$ cat config.mk
export PLATFORM = sky130hd
export DESIGN_NAME = read_arbiter
export DESIGN_NICKNAME = d
export VERILOG_FILES = /design/src/rtl/read_arbiter.sv
export SDC_FILE = /design/constraint.sdc
export NUM_CORES = 1
export LEC_CHECK = 0
export CORE_ASPECT_RATIO = 0.5
export CORE_MARGIN = 2
export CORE_UTILIZATION = 35
export DETAILED_ROUTE_END_ITERATION = 10
export PLACE_DENSITY = 0.95
export RECOVER_POWER = 50
export SYNTH_ARGS = -nofsm -noshare
export SYNTH_HDL_FRONTEND = slang
export SYNTH_SLANG_ARGS = --single-unit
$ cat constraint.sdc
create_clock -name AXI_CLK_i -period 3.8 [get_ports AXI_CLK_i]
set_input_delay 0.95 -clock AXI_CLK_i [delete_from_list [all_inputs] [get_ports AXI_CLK_i]]
set_output_delay 0.95 -clock AXI_CLK_i [all_outputs]
set_load 0.02 [all_outputs]
$ cat src/rtl/read_arbiter.sv
// Two-master AXI read arbiter: round-robin grant of one AR burst at a time, R channel routed back to the winner.
// AR reaches the slave one cycle after the master handshake; R is a zero-latency combinational pass-through.
module read_arbiter #(
  parameter int ID_BITS   = 4,
  parameter int IDS_BITS  = 8,
  parameter int ADDR_BITS = 32,
  parameter int LEN_BITS  = 4,
  parameter int SIZE_BITS = 3,
  parameter int DATA_BITS = 32
) (
  input  logic                 AXI_CLK_i,
  input  logic                 AXI_RST_i,
  // master 0 AR
  input  logic [ID_BITS-1:0]   ARID_M0_i,
  input  logic [ADDR_BITS-1:0] ARADDR_M0_i,
  input  logic [LEN_BITS-1:0]  ARLEN_M0_i,
  input  logic [SIZE_BITS-1:0] ARSIZE_M0_i,
  input  logic [1:0]           ARBURST_M0_i,
  input  logic                 ARVALID_M0_i,
  output logic                 ARREADY_M0_o,
  // master 1 AR
  input  logic [ID_BITS-1:0]   ARID_M1_i,
  input  logic [ADDR_BITS-1:0] ARADDR_M1_i,
  input  logic [LEN_BITS-1:0]  ARLEN_M1_i,
  input  logic [SIZE_BITS-1:0] ARSIZE_M1_i,
  input  logic [1:0]           ARBURST_M1_i,
  input  logic                 ARVALID_M1_i,
  output logic                 ARREADY_M1_o,
  // master 0 R
  output logic [ID_BITS-1:0]   RID_M0_o,
  output logic [DATA_BITS-1:0] RDATA_M0_o,
  output logic [1:0]           RRESP_M0_o,
  output logic                 RLAST_M0_o,
  output logic                 RVALID_M0_o,
  input  logic                 RREADY_M0_i,
  // master 1 R
  output logic [ID_BITS-1:0]   RID_M1_o,
  output logic [DATA_BITS-1:0] RDATA_M1_o,
  output logic [1:0]           RRESP_M1_o,
  output logic                 RLAST_M1_o,
  output logic                 RVALID_M1_o,
  input  logic                 RREADY_M1_i,
  // slave AR
  output logic [IDS_BITS-1:0]  ARID_S_o,
  output logic [ADDR_BITS-1:0] ARADDR_S_o,
  output logic [LEN_BITS-1:0]  ARLEN_S_o,
  output logic [SIZE_BITS-1:0] ARSIZE_S_o,
  output logic [1:0]           ARBURST_S_o,
  output logic                 ARVALID_S_o,
  input  logic                 ARREADY_S_i,
  // slave R
  input  logic [IDS_BITS-1:0]  RID_S_i,
  input  logic [DATA_BITS-1:0] RDATA_S_i,
  input  logic [1:0]           RRESP_S_i,
  input  logic                 RLAST_S_i,
  input  logic                 RVALID_S_i,
  output logic                 RREADY_S_o
);

  localparam int TAG_BITS = IDS_BITS - ID_BITS;

  typedef enum logic [1:0] {
    IDLE,
    ADDR,
    DATA
  } state_t;

  state_t state;
  state_t state_nxt;

  logic                 ptr;
  logic                 grant;
  logic                 sel;
  logic                 req_any;
  logic                 burst_done;
  logic [ID_BITS-1:0]   id_q;
  logic [ADDR_BITS-1:0] addr_q;
  logic [LEN_BITS-1:0]  len_q;
  logic [SIZE_BITS-1:0] size_q;
  logic [1:0]           burst_q;
  logic                 rid_tag_unused;

  // Slave-side tag bits are only used to route on the AR side; R follows the grant.
  assign rid_tag_unused = ^RID_S_i[IDS_BITS-1:ID_BITS];

  assign req_any = ARVALID_M0_i | ARVALID_M1_i;

  always_comb begin
    sel = 1'b0;
    if (ARVALID_M0_i && ARVALID_M1_i) begin
      sel = ptr;
    end else if (ARVALID_M1_i) begin
      sel = 1'b1;
    end
  end

  assign burst_done = (state == DATA) && RVALID_S_i && RREADY_S_o && RLAST_S_i;

  always_comb begin
    state_nxt    = state;
    ARREADY_M0_o = 1'b0;
    ARREADY_M1_o = 1'b0;
    ARVALID_S_o  = 1'b0;
    RREADY_S_o   = 1'b0;
    case (state)
      IDLE: begin
        if (req_any) begin
          ARREADY_M0_o = ~sel;
          ARREADY_M1_o = sel;
          state_nxt    = ADDR;
        end
      end
      ADDR: begin
        ARVALID_S_o = 1'b1;
        if (ARREADY_S_i) begin
          state_nxt = DATA;
        end
      end
      DATA: begin
        RREADY_S_o = grant ? RREADY_M1_i : RREADY_M0_i;
        if (RVALID_S_i && RREADY_S_o && RLAST_S_i) begin
          state_nxt = IDLE;
        end
      end
      default: state_nxt = IDLE;
    endcase
  end

  // AR payload is only driven while presenting to the slave so idle outputs stay zero.
  always_comb begin
    ARID_S_o    = '0;
    ARADDR_S_o  = '0;
    ARLEN_S_o   = '0;
    ARSIZE_S_o  = '0;
    ARBURST_S_o = '0;
    if (state == ADDR) begin
      ARID_S_o    = {{(TAG_BITS-1){1'b0}}, grant, id_q};
      ARADDR_S_o  = addr_q;
      ARLEN_S_o   = len_q;
      ARSIZE_S_o  = size_q;
      ARBURST_S_o = burst_q;
    end
  end

  always_comb begin
    RID_M0_o    = '0;
    RDATA_M0_o  = '0;
    RRESP_M0_o  = '0;
    RLAST_M0_o  = 1'b0;
    RVALID_M0_o = 1'b0;
    RID_M1_o    = '0;
    RDATA_M1_o  = '0;
    RRESP_M1_o  = '0;
    RLAST_M1_o  = 1'b0;
    RVALID_M1_o = 1'b0;
    if (state == DATA) begin
      if (grant) begin
        RID_M1_o    = RID_S_i[ID_BITS-1:0];
        RDATA_M1_o  = RDATA_S_i;
        RRESP_M1_o  = RRESP_S_i;
        RLAST_M1_o  = RLAST_S_i;
        RVALID_M1_o = RVALID_S_i;
      end else begin
        RID_M0_o    = RID_S_i[ID_BITS-1:0];
        RDATA_M0_o  = RDATA_S_i;
        RRESP_M0_o  = RRESP_S_i;
        RLAST_M0_o  = RLAST_S_i;
        RVALID_M0_o = RVALID_S_i;
      end
    end
  end

  always_ff @(posedge AXI_CLK_i) begin
    if (!AXI_RST_i) begin
      state   <= IDLE;
      ptr     <= 1'b0;
      grant   <= 1'b0;
      id_q    <= '0;
      addr_q  <= '0;
      len_q   <= '0;
      size_q  <= '0;
      burst_q <= '0;
    end else begin
      state <= state_nxt;
      if (state == IDLE && req_any) begin
        grant   <= sel;
        id_q    <= sel ? ARID_M1_i    : ARID_M0_i;
        addr_q  <= sel ? ARADDR_M1_i  : ARADDR_M0_i;
        len_q   <= sel ? ARLEN_M1_i   : ARLEN_M0_i;
        size_q  <= sel ? ARSIZE_M1_i  : ARSIZE_M0_i;
        burst_q <= sel ? ARBURST_M1_i : ARBURST_M0_i;
      end
      // Fairness only advances once a burst has fully drained.
      if (burst_done) begin
        ptr <= ~grant;
      end
    end
  end

endmodule

==> results.yml, run 1 <==
clocking:
  tritoncts: "done"
  clock-sinks: 49
  cts_inserted_buffers: 5
  path_clk_slew_ps: 70
  cts_resized: 0
  h-tree-depth: 2
  clk_latency_ps: 280
  cts_setup_buffers: 0
  cts_root_buffer: "clkbuf_16"
  hold_buffers: 0
  clock_path_buffers: 2
global_route:
  antenna_found_initial: 0
  grt_pass1_vias: 4181
  grt_pass1_wl_microns: 21200
  overflow: 0
  grt_usage_pct: 25.7
  grt_max_degree: 82
timing:
  fin_crit_sh_pct: 92.9
  maxSlewHeadroom_pct: 14.0
  rsz0062_at_grt: "false"
  drv_slew: 0
  setup_viol: 0
  tightestPinTransition_ps: 1290
  fmax_ghz: 0.283
  finalHoldViolCount: 0
  clock_skew_ps: 8.42
  layout_min_cycle_time_ps: 3530
  fin_tns_setup_ps: 0
  fin_ws_ps: 269
final_layout:
  fillers: 692
  insertedDiodeCount: 0
  final_cells: 788
  nets: 812
  mostFrequentLayoutCell: "clkdlybuf4s50_1"
  fin_area_sq_um: 5980
  drive_above_1_share_pct: 3.58
  final_cell_mix: "225 x clkdlybuf4s50_1, 90 x nand3_1, 80 x and3_1, 49 x dfxtp_1, 47 x and2_1"
  areaGrowthSynthToFinish_pct: 86.1
critical_path:
  crit_path_max_fanout: 3
  critPathArrivalTime_ps: 2580
  slowest_delay_ps: 640
  worst_path_max_delay_cell: "dlygate4sd3_1"
  path_buf_inv: 2
  endpoint_kind: "output pin"
  worstSetupPathType: "in -> out"
  startpoint_type: "input port"
  path_cells: "dlygate4sd3_1 > a21boi_4 > and2_1 > clkdlybuf4s50_1"
  crit_required_ps: 2850
  crit_family: "buffers and inverters"
floorplanning:
  dieArea_sq_um: 10000
  coreArea_sq_um: 8800
  die_x_microns: 140
  initial_core_util_pct: 36.5
  ios: 274
  fp.dieH_microns: 71.8
  rows: 24
pwr:
  ir_drop_uv: 231
  p_sw_uw: 493
  power_density_nw_per_um2: 263
  p_int_mw: 1.08
  p_seq_share_pct: 37.1
  pwr-share-comb_pct: 34.1
  total_power_mw: 1.57
  p_sw_share_pct: 31.4
  p_leak_nw: 2.52
  p_clk_share_pct: 28.8
placed_design:
  dpl_cell_area_sq_um: 5840
  pre_cts_slack_ps: 380
  dpl.hpwl_microns: 9460
  gp_congestion: 0.802
  post-place-cells: 781
  portBuffers: 266
synth:
  synthCells: 443
  ys_warn_count: 0
  ys_seq_area_share_pct: 30.5
  yosysUniqueCellTypes: 27
  mappedNetlistArea_sq_um: 3210
  ys_seq_elements: 49
  syn_area_per_cell_sq_um: 7.25
route:
  wl_per_cell_microns: 17.4
  avgViaCountPerCell: 5.49
  first_pass_iters: 5
  num_vias: 4325
  first_iter_violations: 358
  ant_nets: 0
  remaining_drc_errors: 0
  routed_wl_microns: 13700
run:
  maxCapViolations: 0
status:
  status: "completed"
worst_hold_path:
  min_path_type: "reg -> reg"
[layer usage]
| metal | routed length, microns | GRT usage, % | up-vias |
|---|---|---|---|
| met5 | 0 | 0 | - |
| met2 | 7310 | 49.2 | 221 |
| met1 | 5080 | 28.6 | 2014 |
| li1 | - | - | 2046 |
| met4 | 468 | 11.3 | 0 |
| met3 | 864 | 4.28 | 44 |
[registers in the layout (all words and copies together), names as in the netlist]
signal,count
size_q,3
ptr,1
len_q,4
state,2
burst_q,2
grant,1
id_q,4
addr_q,32
[kinds of logic after synthesis]
| family | synth area share (%) |
|---|---|
| buffers and inverters | 10.0 |
| AND/OR/NAND/NOR | 41.2 |
| other | 0.117 |
| AO/OA/AOI/OAI | 17.8 |
| multiplexers | 0.312 |
| flip-flops | 30.5 |
[per-stage QoR]
stage          utilization, %  hold WS [ps]
4_1_cts                  68.1           500
5_1_grt                  68.0           512
2_1_floorplan               -           474
6_report                 68.0           494
3_3_place_gp             66.4           484
3_5_place_dp             66.4           488
[power by group through the flow]
stage	combinational (mW)	sequential (mW)	clock (mW)
after floorplan	0.284	0.584	0
after global placement	0.531	0.590	0
after detailed placement	0.540	0.594	0
after CTS	0.546	0.583	0.454
after global routing	0.572	0.588	0.474
final	0.535	0.583	0.453
[worst register-to-register path, delay by kind of cell (launching register included)]
kind	cells	cell delay (ps)
flip-flops	1	590
AND/OR/NAND/NOR	1	880
buffers and inverters	1	440
AO/OA/AOI/OAI	2	410
[final cells by class]
type	instances	area [sq um]	share of cell area (%)
well taps	117	146	2.45
multi-input cells	333	1950	32.6
clock inverters	1	7.51	0.126
repair buffers	278	2740	45.9
clock buffers	6	139	2.32
flip-flops and latches	49	981	16.4
inverters	4	15.0	0.251
[final timing paths]
check        cells past startpoint    startpoint  slack, ps      endpoint
min reg2reg                      2    addr_q[10]        490    addr_q[10]
max                              4  ARVALID_M0_i        270  ARREADY_M0_o
max reg2reg                      4      state[0]       1410       id_q[1]
min                              2    addr_q[10]        490    addr_q[10]
[cells in the mapped netlist]
cell	n	area (sq um)
buf_2	29	145
o21ai_1	47	235
mux2i_1	1	10.0
and3_1	80	500
nand2_1	3	11.3
nand3_1	90	450
clkbuf_1	18	67.6
conb_1	1	3.75
or2_1	1	6.26
and2_1	47	294
nor3b_2	1	12.5
nor3_1	1	5.00
dfxtp_1	49	981
a21boi_4	1	18.8
a21oi_1	2	10.0
inv_1	4	15.0
buf_4	11	82.6
o41a_1	1	11.3
nor2_2	1	6.26
nor2b_1	1	6.26
and2b_1	1	7.51
nor2_1	3	11.3
nand2b_1	2	12.5
buf_6	1	11.3
o21a_1	1	7.51
a31oi_1	45	282
a2bb2oi_1	1	8.76
Power figures use the tool's default switching activity.
==> inputs of run 2 (changes only) <==
Settings changed: CTS_BUF_LIST set to sky130_fd_sc_hd__clkbuf_16.
==> results.yml, run 2 (same netlist as run 1, synthesis figures left out) <==
status:
  status: "completed"
placed_design:
  gp_congestion: 0.802
  portBuffers: 266
  post-place-cells: 781
  dpl.hpwl_microns: 9460
route:
  num_vias: 4288
  first_pass_iters: 5
  remaining_drc_errors: 0
  wl_per_cell_microns: 17.4
  avgViaCountPerCell: 5.44
  ant_nets: 0
  first_iter_violations: 358
  routed_wl_microns: 13700
global_route:
  grt_pass1_wl_microns: 21200
  overflow: 0
  grt_usage_pct: 25.7
  antenna_found_initial: 0
  grt_pass1_vias: 4181
  met2_usage_pct: 49.2
  grt_max_degree: 82
  grt_use_met3_pct: 4.28
  met1_usage_pct: 28.6
  grt_busiest_layer: "met2"
critical_path:
  endpoint_kind: "output pin"
  r2r_slack_ps: 1400
  critPathArrivalTime_ps: 2580
  crit_path_max_fanout: 3
  startpoint_type: "input port"
  worstSetupPathType: "in -> out"
  crit_required_ps: 2850
timing:
  layout_min_cycle_time_ps: 3530
  maxSlewHeadroom_pct: 13.0
  tightestPinTransition_ps: 1300
  fin_crit_sh_pct: 92.9
  fin_tns_setup_ps: 0
  setup_viol: 0
  fmax_ghz: 0.283
  clock_skew_ps: 8.65
  rsz0062_at_grt: "false"
  drv_slew: 0
  finalHoldViolCount: 0
clocking:
  cts_setup_buffers: 0
  path_clk_slew_ps: 60
  h-tree-depth: 2
  hold_buffers: 0
  cts_inserted_buffers: 5
  tritoncts: "done"
  cts_resized: 0
  clock_path_buffers: 2
  clock-sinks: 49
  clk_latency_ps: 280
  cts_root_buffer: "clkbuf_16"
floorplanning:
  initial_core_util_pct: 36.5
  coreArea_sq_um: 8800
  rows: 24
  dieArea_sq_um: 10000
  die_x_microns: 140
  ios: 274
  fp.dieH_microns: 71.8
pwr:
  p_int_mw: 1.06
  pwr-share-comb_pct: 34.6
  p_sw_uw: 491
  power_density_nw_per_um2: 259
  ir_drop_uv: 229
  p_leak_nw: 2.51
  p_clk_share_pct: 27.8
  p_seq_share_pct: 37.6
  p_sw_share_pct: 31.7
final_layout:
  largest_register_ffs: 32
  fillers: 690
  seqCellArea_sq_um: 981
  reg.largest.list: "addr_q: 32 flops, id_q: 4 flops, len_q: 4 flops"
  nets: 812
  mostFrequentLayoutCell: "clkdlybuf4s50_1"
  insertedDiodeCount: 0
  final_cells: 788
  regMostFlops: "addr_q"
  areaGrowthSynthToFinish_pct: 85.8
  final_cell_mix: "225 x clkdlybuf4s50_1, 90 x nand3_1, 80 x and3_1, 49 x dfxtp_1, 47 x and2_1"
  drive_above_1_share_pct: 3.43
  multiInputGateArea_sq_um: 1950
run:
  maxCapViolations: 0
worst_hold_path:
  min_path_type: "reg -> reg"
-- run 2: power by group through the flow --
stage / combinational [mW] / clock [mW] / sequential, mW
after floorplan: 0.284 / 0 / 0.584
after global placement: 0.531 / 0 / 0.590
after detailed placement: 0.540 / 0 / 0.594
after CTS: 0.546 / 0.434 / 0.583
after global routing: 0.572 / 0.453 / 0.588
final: 0.536 / 0.430 / 0.583
-- run 2: routing by layer --
layer  part of all wire (%)  vias up  routed length (microns)
li1                       -     2045                        -
met1                     37     1968                     5110
met2                     53      229                     7240
met3                    6.6       46                      910
met4                    3.5        0                      477
met5                      0        -                        0
-- run 2: cell type report --
class | count | share of cell area (%)
well taps | 117 | 2.45
inverters | 4 | 0.252
clock inverters | 2 | 0.189
repair buffers | 278 | 46.0
flip-flops and latches | 49 | 16.4
clock buffers | 5 | 2.10
multi-input cells | 333 | 32.6
-- run 2: metrics by stage --
step	instance area [sq um]	setup WS, ps	utilization, %	hold WS, ps	total power [mW]
after global placement	5840	384	66.4	484	1.12
after detailed placement	5840	380	66.4	488	1.13
after CTS	5980	338	67.9	500	1.56
final	5970	269	67.8	494	1.55
after floorplan	3220	1210	-	474	0.868
after global routing	5970	207	67.8	512	1.61
-- run 2: final timing paths --
path                 from      endpoint  cells after the start
min reg2reg    addr_q[10]    addr_q[10]                      2
max reg2reg      state[0]    addr_q[26]                      4
min            addr_q[10]    addr_q[10]                      2
max          ARVALID_M0_i  ARREADY_M0_o                      4
-- run 2: worst max-delay path, stage by stage --
cell and delay [ps]:
dlygate4sd3_1 640, a21boi_4 210, and2_1 150, clkdlybuf4s50_1 630
==> inputs of run 3 (changes only) <==
Settings changed: SKIP_CTS_REPAIR_TIMING set to 1.
==> results of run 3 <==
Final layout, timing and power as in run 2 (identical DEF).
